`src/rtl/mux_pkg.sv`:
```
// Shared definitions for the channel multiplexers: mode encodings and a
// reusable round-robin search usable by any arbiter of up to MAX_CH requesters.
package mux_pkg;

    localparam logic MODE_FIXED = 1'b0;
    localparam logic MODE_RR    = 1'b1;

    localparam int unsigned MAX_CH   = 16;
    localparam int unsigned MAX_SELW = 4;

    typedef struct packed {
        logic                found;
        logic [MAX_SELW-1:0] idx;
    } rr_pick_t;

    // Searches ptr+1, ptr+2, ... modulo n; the pointer itself is checked last.
    function automatic rr_pick_t rr_pick(input logic [MAX_CH-1:0]   valid,
                                         input logic [MAX_SELW-1:0] ptr,
                                         input int unsigned         n);
        rr_pick_t    res;
        int unsigned c;
        res = '0;
        for (int unsigned k = 1; k <= MAX_CH; k++) begin
            c = (32'(ptr) + k) % n;
            if (k <= n && !res.found && valid[c[MAX_SELW-1:0]]) begin
                res.found = 1'b1;
                res.idx   = c[MAX_SELW-1:0];
            end
        end
        return res;
    endfunction

endpackage

```
`src/rtl/rr_arbiter.sv`:
```
// Combinational round-robin arbiter: grants the first valid channel after ptr_i.
// The pointer register lives in the instantiating block.
module rr_arbiter
    import mux_pkg::*;
#(
    parameter int unsigned NCH = 4
) (
    input  logic [NCH-1:0]         valid_i,
    input  logic [$clog2(NCH)-1:0] ptr_i,
    output logic [$clog2(NCH)-1:0] gnt_o,
    output logic                   gnt_vld_o
);

    localparam int unsigned SELW = $clog2(NCH);

    logic [MAX_CH-1:0] valid_ext;
    rr_pick_t          pick;

    always_comb begin
        valid_ext          = '0;
        valid_ext[NCH-1:0] = valid_i;
        pick               = rr_pick(valid_ext, MAX_SELW'(ptr_i), NCH);
        gnt_o              = pick.idx[SELW-1:0];
        gnt_vld_o          = pick.found;
    end

endmodule

```
`src/rtl/mux_nch_rr.sv`:
```
// N-channel streaming multiplexer with fixed or round-robin selection and a
// single registered output stage behind valid/ready handshakes.
module mux_nch_rr
    import mux_pkg::*;
#(
    parameter int unsigned WIDTH = 8,
    parameter int unsigned NCH   = 4
) (
    input  logic                   clk,
    input  logic                   rst,
    input  logic                   mode,
    input  logic [$clog2(NCH)-1:0] sel,
    input  logic [NCH*WIDTH-1:0]   in_data,
    input  logic [NCH-1:0]         in_valid,
    output logic [NCH-1:0]         in_ready,
    output logic [WIDTH-1:0]       out_data,
    output logic [$clog2(NCH)-1:0] out_ch,
    output logic                   out_valid,
    input  logic                   out_ready
);

    localparam int unsigned SELW = $clog2(NCH);

    logic             out_valid_q;
    logic [WIDTH-1:0] out_data_q;
    logic [SELW-1:0]  out_ch_q;
    logic [SELW-1:0]  rr_ptr_q;

    logic             adv;
    logic [SELW-1:0]  rr_gnt;
    logic             rr_gnt_vld;
    logic [SELW-1:0]  gnt;
    logic             gnt_vld;
    logic [WIDTH-1:0] gnt_data;

    rr_arbiter #(
        .NCH (NCH)
    ) u_rr_arbiter (
        .valid_i   (in_valid),
        .ptr_i     (rr_ptr_q),
        .gnt_o     (rr_gnt),
        .gnt_vld_o (rr_gnt_vld)
    );

    assign adv = !out_valid_q || out_ready;

    // Out-of-range sel never grants, so an undefined in_valid[sel] is masked.
    always_comb begin
        if (mode == MODE_RR) begin
            gnt     = rr_gnt;
            gnt_vld = rr_gnt_vld;
        end else begin
            gnt     = sel;
            gnt_vld = (32'(sel) < NCH) && in_valid[sel];
        end
    end

    always_comb begin
        gnt_data = '0;
        in_ready = '0;
        for (int unsigned i = 0; i < NCH; i++) begin
            if (gnt == SELW'(i)) begin
                gnt_data    = in_data[i*WIDTH +: WIDTH];
                in_ready[i] = !rst && adv && gnt_vld;
            end
        end
    end

    always_ff @(posedge clk) begin
        if (rst) begin
            out_valid_q <= 1'b0;
            out_data_q  <= '0;
            out_ch_q    <= '0;
            rr_ptr_q    <= SELW'(NCH - 1);
        end else if (adv) begin
            if (gnt_vld) begin
                out_valid_q <= 1'b1;
                out_data_q  <= gnt_data;
                out_ch_q    <= gnt;
                if (mode == MODE_RR) begin
                    rr_ptr_q <= gnt;
                end
            end else begin
                out_valid_q <= 1'b0;
            end
        end
    end

    assign out_valid = out_valid_q;
    assign out_data  = out_data_q;
    assign out_ch    = out_ch_q;

endmodule

```
`config.mk`:
```
export PLATFORM = sky130hd
export DESIGN_NAME = mux_nch_rr
export DESIGN_NICKNAME = d
export VERILOG_FILES = /design/src/rtl/mux_pkg.sv /design/src/rtl/rr_arbiter.sv /design/src/rtl/mux_nch_rr.sv
export SDC_FILE = /design/constraint.sdc
export NUM_CORES = 1
export LEC_CHECK = 0
export CAP_MARGIN = 15
export CORE_ASPECT_RATIO = 1.75
export CORE_MARGIN = 3
export CORE_UTILIZATION = 36
export CTS_BUF_LIST = sky130_fd_sc_hd__clkbuf_4
export CTS_CLUSTER_SIZE = 28
export DETAILED_ROUTE_END_ITERATION = 7
export PLACE_DENSITY = 0.83
export REMOVE_ABC_BUFFERS = 1
export SLEW_MARGIN = 10
export SYNTH_ARGS = -nofsm -noshare
export SYNTH_HDL_FRONTEND = slang
export SYNTH_SLANG_ARGS = --single-unit
```
`constraint.sdc`:
```
create_clock -name clk -period 3.15 [get_ports clk]
set_input_delay 0.945 -clock clk [delete_from_list [all_inputs] [get_ports clk]]
set_output_delay 0.945 -clock clk [all_outputs]
set_load 0.05 [all_outputs]
```
==> metrics <==
via count of the first global-routing pass approximately 1,400; Root Buffer Master sky130_fd_sc_hd__clkbuf_4; leak pwr 0.000730 uW; Worst Hold Margin 0.514 ns; proportion of register bits with asynchronous set or reset after synthesis 0%; number of nets at the end of the flow around 250; adder and majority gate portion of the synthesized area 0%; violated checks negative setup slack; simple-gate area share of the yosys netlist 32.4%; minimum setup slack among reg-to-reg paths approximately 0.98 ns; Max H-tree Level 1; Routed wire per std cell between 15 and 20 um; mean instance size in the synthesized netlist 8.34 sq um; final setup violation count 4; register bit count reported by yosys 13; via count 1,391; Routed Antenna Nets 0; Post-Syn Instances between 100 and 150; number of remaining DRC errors 0; final setup TNS -0.409 ns; number of clock buffers inserted by TritonCTS 3; gpl congestion between 0.8 and 0.9; overall die width 46.4 um; number of clock sinks seen by CTS 13; clock-pin transition on the worst setup and hold timing paths approximately 0.080 ns; number of synthesized flops with an enable pin 0; Die Area between 3000 and 4000 sq um; vertical die dimension 76.6 um; cell types with the largest area share after synthesis sky130_fd_sc_hd__dfxtp_1, sky130_fd_sc_hd__a32oi_1, sky130_fd_sc_hd__and2_1, sky130_fd_sc_hd__o221ai_1, sky130_fd_sc_hd__nand3b_1; startpoint types primary input; Post-DP HPWL around 3100 um; share of the clock period used by the worst path after layout 103%; pin count of the biggest net entering global routing 18; share of post-route cells with drive strength above 1 between 20% and 30%; number of antenna violations at the first check in global routing 0; worst ir drop on vdd around 0.26 mV; Worst Reg-to-Reg Cells 6; total count of max-transition violations in the final report 0; Slew Limit Headroom 64.5%; beginning of the worst register-to-register path rr_ptr_q[1]; num rows 25; wire length of the first global-routing pass approximately 6300 um; clock tree from TritonCTS built; number of buffers on the longest clock path 2; I/O pin count between 50 and 60; routed wire length 4190 um; initial standard-cell utilization of the core a little under two fifths; unrepaired setup endpoints after global routing true; worst endpoint required time between 2 and 2.5 ns; total power density per cell area ~340 nW/um^2; library cells used by synthesis 35; count of non-filler cells in the finished layout 229; count of final hold-check violations 0; Final Critical Period roughly 3.3 ns; number of antenna diodes 0; Worst setup EP type primary output; Synth top cells by count sky130_fd_sc_hd__a32oi_1, sky130_fd_sc_hd__and2_1, sky130_fd_sc_hd__dfxtp_1; detailed-routing iteration count for the pre-antenna-repair pass 4; post-layout worst setup margin -0.109 ns; met2 Resource Use GR a little over two fifths; multiplexer fraction of the synthesized cell area approximately 2.6%; number of violations of the max-capacitance limit 0; synthesized cell area between 1000 and 1500 sq um; endpoint of the worst setup timing path in_ready[2]; overall routing resource usage between 20% and 30%; overflow left after global routing 0; number of violations reported at the end of detailed-routing iteration 0 28; Clock Skew ~0.0057 ns; reg-to-reg endpoint out_data[0]; ratio of routed vias to standard cells between 6 and 7; yosys warns 0; global routing usage on met1 23.7%; result of the run finished with violations; sequential area share after synthesis around 25%; main combinational cell family by area after synthesis compound AO/OA/AOI/OAI gates; critical setup path kind in -> out; Compound-Gate Fraction of Synth Area 33.7%; area delta synth->final 84.5%; number of buffers added on ports between 50 and 60; commonest register cell after synthesis sky130_fd_sc_hd__dfxtp_1; post-placement cell count approximately 220; biggest fanout along the worst timing path 9; largest area contributor in the netlist sky130_fd_sc_hd__dfxtp_1; count of hold buffers inserted by post-cts repair 0; worst slew pin tran 0.530 ns; met3 Track Usage GR under 10%; xor/xnor share of the synthesized area 0%; Critical Path Start in_valid[0]; Tightest Hold Check Type reg -> reg; fmax 307 MHz; Clock Latency Late Sink between 0.2 and 0.3 ns; peak-usage layer in the global routing report met2; area inside the core boundary roughly 2700 sq um; arrival time of data at the critical path endpoint about 2.3 ns; area share of the largest cell type after synthesis about a quarter
## worst max-delay path, cell delays in order
cell and delay (ns):
sky130_fd_sc_hd__buf_4 0.13, sky130_fd_sc_hd__nor2_1 0.06, sky130_fd_sc_hd__o22a_1 0.22, sky130_fd_sc_hd__or4_1 0.58, sky130_fd_sc_hd__nand2_2 0.15, sky130_fd_sc_hd__nor2_2 0.07
sky130_fd_sc_hd__buf_12 0.15
## layer usage
layer	vias to the layer above	part of all wire (%)
met5	-	0
met4	0	4.9
met3	18	5.2
met2	69	58
met1	656	32
li1	648	-
## worst min path at each step
stage / depth (start not counted) / endpoint / startpoint
after floorplan: 1 / rr_ptr_q[0] / rr_ptr_q[0]
after global placement: 2 / out_data[5] / out_data[5]
after detailed placement: 2 / out_data[1] / out_data[1]
after CTS: 2 / out_data[1] / out_data[1]
after global routing: 2 / out_ch[1] / out_ch[1]
final: 2 / out_data[1] / out_data[1]
## cell usage in the layout, fill, tap and decap left out, types with 4 or more instances in the layout
cell	synthesis	layout
sky130_fd_sc_hd__a32oi_1	16	16
sky130_fd_sc_hd__and2_1	16	16
sky130_fd_sc_hd__buf_4	0	28
sky130_fd_sc_hd__buf_6	2	4
sky130_fd_sc_hd__clkdlybuf4s50_1	0	44
sky130_fd_sc_hd__dfxtp_1	13	13
sky130_fd_sc_hd__nand2_1	6	5
sky130_fd_sc_hd__nand2b_1	4	4
sky130_fd_sc_hd__nand3b_1	8	8
sky130_fd_sc_hd__nor2_1	9	4
sky130_fd_sc_hd__nor2_2	0	5
sky130_fd_sc_hd__o221ai_1	8	8
## area by class of cell
| class | count | area [sq um] |
|---|---|---|
| clock buffers | 3 | 22.5 |
| fillers | 214 | 828 |
| well taps | 27 | 33.8 |
| clock inverters | 1 | 5.00 |
| multi-input cells | 99 | 759 |
| flip-flops and latches | 13 | 260 |
| inverters | 2 | 7.51 |
| repair buffers | 84 | 805 |
## where the power goes
part,switching (uW),internal [uW]
registers,16.9,184
logic,180,164
clock network,58.7,47.3
total,256,396
## registers in the layout, summed over array words and instances (netlist names)
name	count
out_ch	2
out_data	8
out_valid	1
rr_ptr_q	2
## metrics by stage
step	cell area, sq um	total power (uW)	setup WS [ns]	util (%)
floorplan	972	362	-0.548	-
global placement	1770	515	-0.542	65.2
detailed placement	1770	524	-0.618	65.2
CTS	1860	645	-0.115	68.4
global route	1890	685	-0.177	69.6
finish	1890	652	-0.109	69.6
## cell families (layout without fill, tap and decap cells)
| family | after synthesis | after routing |
|---|---|---|
| AO/OA/AOI/OAI | 42 | 42 |
| buffers and inverters | 11 | 90 |
| flip-flops | 13 | 13 |
| multiplexers | 1 | 1 |
| AND/OR/NAND/NOR | 56 | 56 |
## timing repair
item,4_1_cts,5_1_grt
setup endpoints to repair,4,4
buffers inserted,4,0
resized for setup,46,11
hold endpoints to repair,0,0
pin swaps,8,6
Note: power is estimated with default switching activity, not from simulation.
